### src/rtl/serial_subtractor.sv
// Multi-cycle LSB-first subtractor: diff = a - b - borrow_in, DIGIT bits per cycle.
// Define SUB_OVF_EN to add the signed-overflow output ovf.
module serial_subtractor #(
   parameter int unsigned WIDTH = 8,
   parameter int unsigned DIGIT = 2
) (
   input  logic             clk,
   input  logic             rst_n,
   input  logic             in_valid,
   output logic             in_ready,
   input  logic [WIDTH-1:0] a,
   input  logic [WIDTH-1:0] b,
   input  logic             borrow_in,
   output logic             out_valid,
   input  logic             out_ready,
   output logic [WIDTH-1:0] diff,
   output logic             borrow,
   output logic             zero
`ifdef SUB_OVF_EN
   ,
   output logic             ovf
`endif
);

   localparam int unsigned NSLICE = WIDTH / DIGIT;
   localparam int unsigned CW     = (NSLICE > 1) ? $clog2(NSLICE) : 1;
   localparam logic [CW-1:0] LAST = CW'(NSLICE - 1);

   localparam logic [1:0] StIdle = 2'd0;
   localparam logic [1:0] StRun  = 2'd1;
   localparam logic [1:0] StDone = 2'd2;

   generate
      if (WIDTH < 2 || DIGIT == 0 || (WIDTH % DIGIT) != 0) begin : g_bad_param
         $error("serial_subtractor: WIDTH must be >= 2 and a multiple of DIGIT");
      end
   endgenerate

   logic [1:0]       state_q, state_d;
   logic [CW-1:0]    cnt_q, cnt_d;
   logic [WIDTH-1:0] a_q, a_d;
   logic [WIDTH-1:0] b_q, b_d;
   logic             bchain_q, bchain_d;
   logic [WIDTH-1:0] res_q, res_d;
   logic             borrow_q, borrow_d;
   logic             zero_q, zero_d;
`ifdef SUB_OVF_EN
   logic             ovf_q, ovf_d;
`endif

   logic [DIGIT-1:0] a_s, b_s, d_s;
   logic             bo;

   // One DIGIT-wide slice, reused every RUN cycle; the extra top bit is the borrow out.
   assign a_s = a_q[cnt_q*DIGIT +: DIGIT];
   assign b_s = b_q[cnt_q*DIGIT +: DIGIT];
   assign {bo, d_s} = {1'b0, a_s} - {1'b0, b_s} - (DIGIT+1)'(bchain_q);

   always_comb begin
      state_d  = state_q;
      cnt_d    = cnt_q;
      a_d      = a_q;
      b_d      = b_q;
      bchain_d = bchain_q;
      res_d    = res_q;
      borrow_d = borrow_q;
      zero_d   = zero_q;
`ifdef SUB_OVF_EN
      ovf_d    = ovf_q;
`endif
      case (state_q)
         StIdle: begin
            if (in_valid) begin
               a_d      = a;
               b_d      = b;
               bchain_d = borrow_in;
               cnt_d    = '0;
               state_d  = StRun;
            end
         end
         StRun: begin
            res_d[cnt_q*DIGIT +: DIGIT] = d_s;
            bchain_d = bo;
            cnt_d    = cnt_q + 1'b1;
            if (cnt_q == LAST) begin
               state_d  = StDone;
               borrow_d = bo;
               zero_d   = (res_d == '0);
`ifdef SUB_OVF_EN
               ovf_d    = (a_q[WIDTH-1] != b_q[WIDTH-1]) && (res_d[WIDTH-1] != a_q[WIDTH-1]);
`endif
            end
         end
         StDone: begin
            if (out_ready) begin
               state_d = StIdle;
            end
         end
         default: state_d = StIdle;
      endcase
   end

   always_ff @(posedge clk) begin
      if (!rst_n) begin
         state_q  <= StIdle;
         cnt_q    <= '0;
         a_q      <= '0;
         b_q      <= '0;
         bchain_q <= 1'b0;
         res_q    <= '0;
         borrow_q <= 1'b0;
         zero_q   <= 1'b0;
`ifdef SUB_OVF_EN
         ovf_q    <= 1'b0;
`endif
      end else begin
         state_q  <= state_d;
         cnt_q    <= cnt_d;
         a_q      <= a_d;
         b_q      <= b_d;
         bchain_q <= bchain_d;
         res_q    <= res_d;
         borrow_q <= borrow_d;
         zero_q   <= zero_d;
`ifdef SUB_OVF_EN
         ovf_q    <= ovf_d;
`endif
      end
   end

   assign in_ready  = (state_q == StIdle);
   assign out_valid = (state_q == StDone);
   assign diff      = res_q;
   assign borrow    = borrow_q;
   assign zero      = zero_q;
`ifdef SUB_OVF_EN
   assign ovf       = ovf_q;
`endif

endmodule
### config.mk
export PLATFORM = sky130hd
export DESIGN_NAME = serial_subtractor
export DESIGN_NICKNAME = d
export VERILOG_FILES = /design/src/rtl/serial_subtractor.sv
export SDC_FILE = /design/constraint.sdc
export NUM_CORES = 1
export LEC_CHECK = 0
export CORE_AREA = 3 3 49 84
export DETAILED_ROUTE_END_ITERATION = 7
export DIE_AREA = 0 0 52 87
export PLACE_DENSITY_LB_ADDON = 0.1
export SYNTH_ARGS = -nofsm -noshare
export SYNTH_HDL_FRONTEND = slang
export SYNTH_SLANG_ARGS = --single-unit
### constraint.sdc
create_clock -name clk -period 2.95 [get_ports clk]
set_input_delay 0.59 -clock clk [delete_from_list [all_inputs] [get_ports clk]]
set_output_delay 0.59 -clock clk [all_outputs]
set_load 0.05 [all_outputs]
* After elaboration in Yosys (flattened, before gate mapping) *
Index checks and enable logic that the tools add are counted.

word-level totals
  flip-flop bits (word level) = 31
  bits in latches = 0
  memory bits (writable) = 0
  memory bits (read-only) = 0
  output and inout port bits = 12
  memories kept = 0

operators by class
  add/subtract/negate cells = 4
  multipliers = 0
  divide/modulo/power cells = 0
  order comparisons = 0
  eq/ne operators = 6
  shifts and indexed selects = 4
  mux-type cells = 9
  bitwise logic cells = 0
  reduce and logical (&&, ||, !) cells = 7

operator list
  cell                                                    count
  negator 3 -> 34 bit                                     1
  variable shift 2 x 34 -> 8 bit (first input constant)   1
  indexed part select 2 x 34 -> 8 bit                     1
  indexed part select 8 x 4 -> 2 bit                      2
  bitwise mux 8 bit                                       1
  zero test 8 bit                                         1
  two-way mux 2 bit                                       4
  case mux 2 bit (3 select lines)                         1
  AND reduction 2 bit                                     3
  == test 2 bit (second input constant)                   2
  inequality test 2 bit (second input constant)           2
  case mux 2 bit (2 select lines)                         1
  AND reduction 3 bit                                     1
  subtractor 2 x 2 -> 3 bit                               1
  subtractor 3 x 1 -> 3 bit                               1
  adder 2 x 1 -> 2 bit (second input constant)            1
  == test 2 x 1 -> 1 bit (second input constant)          1
  zero test 2 bit                                         1
  inequality test 2 x 1 -> 1 bit (second input constant)  1
  case mux 1 bit (2 select lines)                         1
  nonzero test 2 bit                                      1
  two-way mux 1 bit                                       1

* Depth between registers and ports, before layout *
Gate-level depths: netlist (run 1).

  word-level depth = 6
  depth in mapped cells = 9
  depth with buffers taken out = 8

* Least setup slack after synthesis (run 1) *
No wires, ideal clock.

  kind = reg-to-reg
  start = reg cnt_q[0]
  end = reg zero_q (netlist: zero)
  arrival = 2.616 ns
  required time = 2.826 ns
  setup slack = 0.210 ns
  cell stages (with the launch flop) = 9
  buffers on the path = 1
  clock period less this slack = 2.740 ns
  path through = dfxtp_1 -> buf_6 -> mux4_1 -> fa_1 -> fa_1 -> nor3b_1 -> o21ai_0 -> o2111ai_1 -> o31ai_2

between the ends
  word-level cells in the longest chain between the ends = 6

ends and longest elaborated chain
  what                                                          line    source
  from (decl)                                                   40      logic [CW-1:0] cnt_q, cnt_d;
  from (signal assigned)                                        118     cnt_q <= cnt_d;
  indexed part select 8 x 4 -> 2 bit, on equally long branches  55, 56
  subtractor 2 x 2 -> 3 bit                                     57      assign {bo, d_s} = {1'b0, a_s} - {1'b0, b_s} - (DIGIT+1)'(bchain_q);
  subtractor 3 x 1 -> 3 bit                                     57
  indexed part select 2 x 34 -> 8 bit                           82      res_d[cnt_q*DIGIT +: DIGIT] = d_s;
  bitwise mux 8 bit                                             82
  zero test 8 bit                                               88      zero_d = (res_d == '0);
  to (signal assigned)                                          124     zero_q <= zero_d;
  to (decl)                                                     46      logic zero_q, zero_d;

Several ways; a longest one is shown, not always the timed one.
A chain may end at the register's enable or synchronous reset.

* Final worst setup path (run 1) *
Same ends and word-level chain as after synthesis.

==> results.py, run 1 <==
metrics = {
    "outcome": {
        "status": "finished clean",
    },
    "synthesis": {
        "ys_seq_area_frac": 0.401,
        "synth.net_count": 201,
        "yosys-top-cells-area": "dfxtp_1, nand2_1, a21oi_1, mux4_1, ha_1",
        "syn_area_um2": 1550,
        "syn_inst": 172,
        "yosysUniqueCellTypes": 29,
        "ys_ff_latch": 31,
        "synth_top_area_cell": "dfxtp_1",
        "synth_top_area_share": 0.401,
        "syn_area_per_cell_um2": 8.99,
        "yosys_warnings": 0,
    },
    "timing": {
        "fin_crit_sh": 0.929,
        "fmax_mhz": 365,
        "post-route-min-period_ns": 2.74,
        "relSlewSlack": 0.583,
        "hold_viol": 0,
        "tightest_slew_ns": 0.625,
        "skew_ns": 0.00542,
        "drv_slew": 0,
        "fin_tns_setup_ns": 0,
        "setup_viol": 0,
        "rsz0062_at_grt": "false",
    },
    "clock_tree": {
        "htree_levels": 2,
        "cts_root_buf": "clkbuf_8",
        "cts_setup_buffers": 0,
        "cts.sinks": 31,
        "cts_tree": "done",
        "clk_latency_ns": 0.28,
        "clockBufferDepth": 2,
        "postCtsHoldBufs": 0,
        "cts_resized": 0,
        "cts_inserted_buffers": 5,
        "clkTransAtPathRegs_ns": 0.06,
    },
    "drt": {
        "ant_nets": 0,
        "drt-vias-per-instance": 5.13,
        "post_drt_wl_per_cell_um": 13.6,
        "dr.pass1.iters": 4,
        "drc": 0,
        "vias": 1277,
        "wirelength_um": 3400,
        "drt_iter0_drc": 20,
    },
    "floorplanning": {
        "core_area_um2": 3470,
        "die_area_um2": 4520,
        "die_x_um": 52,
        "die_h_um": 87,
        "start_util": 0.446,
        "io-pin-count": 33,
        "num_rows": 28,
    },
    "setup_path": {
        "crit_fanout": 3,
        "rr_worst_depth": 7,
        "critPathKind": "reg2reg",
        "critical-path-max-stage-delay_ns": 0.61,
        "startpoint_type": "flop",
        "crit_chain": "mux4_1, fa_1, fa_1, nor3b_1, o21ai_0, o2111ai_1, o31ai_2",
        "required_ns": 3.11,
        "end_kind": "flop",
        "arrival_ns": 2.90,
        "crit_top_cell": "fa_1",
        "crit_path_top_delay_cell": "mux4_1",
    },
    "power": {
        "max-vdd-ir-drop_uv": 391,
        "power_density_nw_per_um2": 500,
        "p_leak_nw": 0.726,
    },
    "grt": {
        "antenna_found_initial": 0,
        "grt_pass1_vias": 1327,
        "grt_overflow": 0,
        "track_usage": 0.174,
        "grt_start_max_net_pins": 21,
        "grt_pass1_wl_um": 5870,
    },
    "final_layout": {
        "final_core_util": 0.565,
        "diodes": 0,
        "area.growth.synth_to_final_pct": 26.7,
        "layout-drive-gt1-share": 0.0735,
        "final_nets": 234,
    },
    "placed_design": {
        "port_buffers": 32,
        "dp.final_hpwl_um": 2610,
        "place_congestion": 0.757,
    },
    "min_path": {
        "hp-class": "reg2reg",
        "hold_depth": 2,
    },
    "flow_run": {
        "drv_cap": 0,
    },
}
[flip-flops by register name, indices dropped and copies added, names as in the netlist]
name / cells
state_q: 2
b_q: 8
a_q: 8
diff: 8
cnt_q: 2
bchain_q: 1
zero: 1
borrow: 1
[stage by stage]
stage                     instances  instance area [um2]  setup slack (ns)  hold WS, ns  total power (W)
after floorplan                 172                 1550             0.210        0.432         0.000622
after global placement          243                 1890             0.359        0.442         0.000684
after detailed placement        243                 1890             0.240        0.450         0.000691
after CTS                       249                 1960             0.194        0.459         0.000995
after global routing            249                 1960            0.0222        0.481          0.00104
final                           249                 1960             0.208        0.456         0.000981
[layout by cell type, fill, tap and decap left out, types with 3 or more instances in the layout]
cell,netlist,final
nor2_1,6,6
mux2i_1,4,4
inv_1,8,8
nor2b_1,3,3
clkdlybuf4s50_1,0,32
nand2_1,39,39
a211oi_2,3,3
nor4b_1,4,4
o21ai_0,4,4
buf_4,3,4
a21oi_1,25,25
dfxtp_1,31,31
nand3_1,6,6
clkbuf_8,0,5
ha_1,6,6
nand2b_1,3,3
mux4_1,4,4
[where the power goes]
group          internal (W)  switching [W]  total [W]
sequential         0.000445      0.0000163   0.000461
combinational     0.0000954       0.000125   0.000220
clock              0.000157       0.000143   0.000300
[cells in the mapped netlist]
master	count
and2_1	2
nor2_1	6
nor3b_1	2
fa_1	2
nor2_2	1
nand2_1	39
nand2b_1	3
nor4b_1	4
nand4_1	1
o2111ai_1	1
nand4b_1	1
o31ai_2	1
inv_1	8
nand3_1	6
a22oi_1	2
ha_1	6
a221oi_2	1
buf_2	2
clkbuf_1	3
a21oi_1	25
a211oi_2	3
o21ai_0	4
a211oi_1	2
buf_4	3
nor2b_1	3
buf_6	2
dfxtp_1	31
mux4_1	4
mux2i_1	4
[cells by family (layout without fill, tap and decap cells)]
logic type,after synthesis,count (layout),synth area share
simple gates,68,68,0.207
compound gates,39,39,0.161
flops,31,31,0.401
buf+inv,18,50,0.0623
fa+ha+maj,8,8,0.0744
mux,8,8,0.0939
[critical path: cells and delay by family (launching register included)]
family	cells	cell delay, ns
AND/OR/NAND/NOR	1	0.35
multiplexers	1	0.61
adder cells (fa/ha/maj)	2	0.98
flip-flops	1	0.35
AO/OA/AOI/OAI	3	0.35
[layout make-up]
| type | instances | area (um2) |
|---|---|---|
| Fill cell | 334 | 1510 |
| Tap cell | 45 | 56.3 |
| Timing Repair Buffer | 36 | 350 |
| Multi-Input combinational cell | 123 | 830 |
| Sequential cell | 31 | 621 |
| Clock buffer | 6 | 72.6 |
| Inverter | 8 | 30.0 |
[metal layers]
layer | GRT usage | vias up | wire length (um)
met2 | 0.307 | 35 | 1870
met4 | 0.103 | 0 | 149
met5 | 0 | - | 0
met3 | 0.0446 | 15 | 141
li1 | - | 655 | -
met1 | 0.177 | 572 | 1230
[worst paths after layout]
kind,start,end,slack [ns]
hold / removal,b_q[5],b_q[5],0.46
setup / recovery,cnt_q[0],zero,0.21
hold reg to reg,b_q[5],b_q[5],0.46
setup reg to reg,cnt_q[0],zero,0.21
Power figures use the tool's default switching activity.
==> run 2: changes to the inputs <==
PLACE_DENSITY = 0.72   (was default)
PLACE_DENSITY_LB_ADDON = default   (was 0.1)
==> run 2 against run 1 <==
Compared with the run above:
- utilization increased by 0.79 points
- maximum frequency increased by 2.0%
- clock skew increased by 0.0037 ns
- die area unchanged
- register-to-register slack better by 0.05 ns
- clock power grew 23%
- clock-buffer cell count rose by 2
- critical path type unchanged
- highest routed layer unchanged
==> results.py, run 2 (synthesized netlist as in run 1, its figures left out) <==
metrics = {
    "setup_path": {
        "r2r_slack_ns": 0.26,
        "timing.rr.end": "zero",
        "cp-startpoint": "cnt_q[0]",
        "crit_fanout": 3,
        "critPathKind": "reg2reg",
        "arrival_ns": 2.86,
        "reg2reg_from": "cnt_q[0]",
        "crit_path_end": "zero",
        "startpoint_type": "flop",
        "required_ns": 3.12,
        "end_kind": "flop",
        "rr_worst_depth": 7,
    },
    "final_layout": {
        "register_area_um2": 621,
        "multiInputGateArea_um2": 830,
        "final_cell_mix": "nand2_1, clkdlybuf4s50_1, dfxtp_1",
        "final_nets": 234,
        "final_common_cell": "nand2_1",
        "area.growth.synth_to_final_pct": 28.5,
        "diodes": 0,
        "layout-drive-gt1-share": 0.0825,
        "num-fill-cells": 316,
    },
    "clock_tree": {
        "htree_levels": 2,
        "cts_inserted_buffers": 5,
        "clk_latency_ns": 0.29,
        "cts_resized": 0,
        "cts_setup_buffers": 0,
        "postCtsHoldBufs": 0,
        "cts_tree": "done",
        "clkTransAtPathRegs_ns": 0.07,
        "clockBufferDepth": 2,
        "cts_root_buf": "clkbuf_8",
        "cts.sinks": 31,
    },
    "grt": {
        "grt_start_max_net_pins": 30,
        "grt_pass1_vias": 1312,
        "track_usage": 0.171,
        "grt_overflow": 0,
        "grt_pass1_wl_um": 5600,
        "antenna_found_initial": 0,
    },
    "floorplanning": {
        "die_h_um": 87,
        "die_x_um": 52,
        "io-pin-count": 33,
        "die_area_um2": 4520,
        "num_rows": 28,
        "start_util": 0.446,
        "core_area_um2": 3470,
    },
    "timing": {
        "fmax_mhz": 372,
        "post-route-min-period_ns": 2.69,
        "skew_ns": 0.00910,
        "rsz0062_at_grt": "false",
        "relSlewSlack": 0.597,
        "fin_crit_sh": 0.911,
        "setup_viol": 0,
        "fin_tns_setup_ns": 0,
        "tightest_slew_ns": 0.603,
        "hold_viol": 0,
        "drv_slew": 0,
    },
    "drt": {
        "wl_met3_um": 150,
        "top_layer_used": "met4",
        "m1WireLength_um": 1220,
        "dr.pass1.iters": 4,
        "wirelength_um": 3320,
        "vias": 1309,
        "wl_met2_um": 1850,
        "post_drt_wl_per_cell_um": 13.2,
        "drc": 0,
        "drt-vias-per-instance": 5.22,
        "ant_nets": 0,
        "drt_iter0_drc": 32,
    },
    "flow_run": {
        "drv_cap": 0,
    },
    "power": {
        "power_density_nw_per_um2": 528,
        "power_w": 0.00105,
        "p_leak_nw": 0.740,
        "max-vdd-ir-drop_uv": 447,
    },
    "outcome": {
        "status": "finished clean",
    },
    "min_path": {
        "hp-class": "reg2reg",
    },
    "placed_design": {
        "dp.final_hpwl_um": 2480,
        "port_buffers": 32,
        "place_congestion": 0.846,
    },
}
-- run 2: changes by cell type in the layout (fill, tap and decap cells not counted) --
| cell | previous run | this run |
|---|---|---|
| clkbuf_8 | 5 | 7 |
-- run 2: routing by layer --
| metal | vias up | GRT usage |
|---|---|---|
| li1 | 661 | - |
| met1 | 608 | 0.151 |
| met2 | 31 | 0.315 |
| met3 | 9 | 0.0566 |
| met4 | 0 | 0.103 |
| met5 | - | 0 |
-- run 2: area by class of cell --
class,count,share of cell area
multi-input combinational,123,0.418
inverter,8,0.0151
sequential,31,0.312
tap,45,0.0283
clock buffer,8,0.0504
timing repair buffer,36,0.176
-- run 2: metrics by stage --
stage	hold slack [ns]	std cells	util	cell area, um2	setup slack [ns]
global route	0.485	251	0.573	1990	0.156
global placement	0.440	243	0.544	1890	0.356
floorplan	0.432	172	-	1550	0.210
CTS	0.454	251	0.573	1990	0.265
finish	0.450	251	0.573	1990	0.263
detailed placement	0.446	243	0.544	1890	0.294
-- run 2: critical path, stage by stage, from the launching register on --
cell,delay [ns]
dfxtp_1,0.34
mux4_1,0.58
fa_1,0.44
fa_1,0.51
nor3b_1,0.33
o21ai_0,0.16
o2111ai_1,0.12
o31ai_2,0.10
-- run 2: worst min path at each step --
stage                      start     end  slack, ns  depth (start not counted)
after detailed placement  b_q[2]  b_q[2]       0.45                          2
after CTS                 b_q[2]  b_q[2]       0.45                          2
after global placement    b_q[3]  b_q[3]       0.44                          2
after floorplan           a_q[2]  a_q[2]       0.43                          2
after global routing      b_q[5]  b_q[5]       0.48                          2
final                     b_q[2]  b_q[2]       0.45                          2
-- run 2: report_power, final --
group	switching (W)	internal, W
Sequential	0.0000164	0.000444
Clock	0.000157	0.000213
Combinational	0.000123	0.0000947
Total	0.000296	0.000752
==> run 3: changes to the inputs <==
CAP_MARGIN = 20   (was default)
==> results of run 3 <==
Final layout, timing and power as in run 2 (identical DEF).
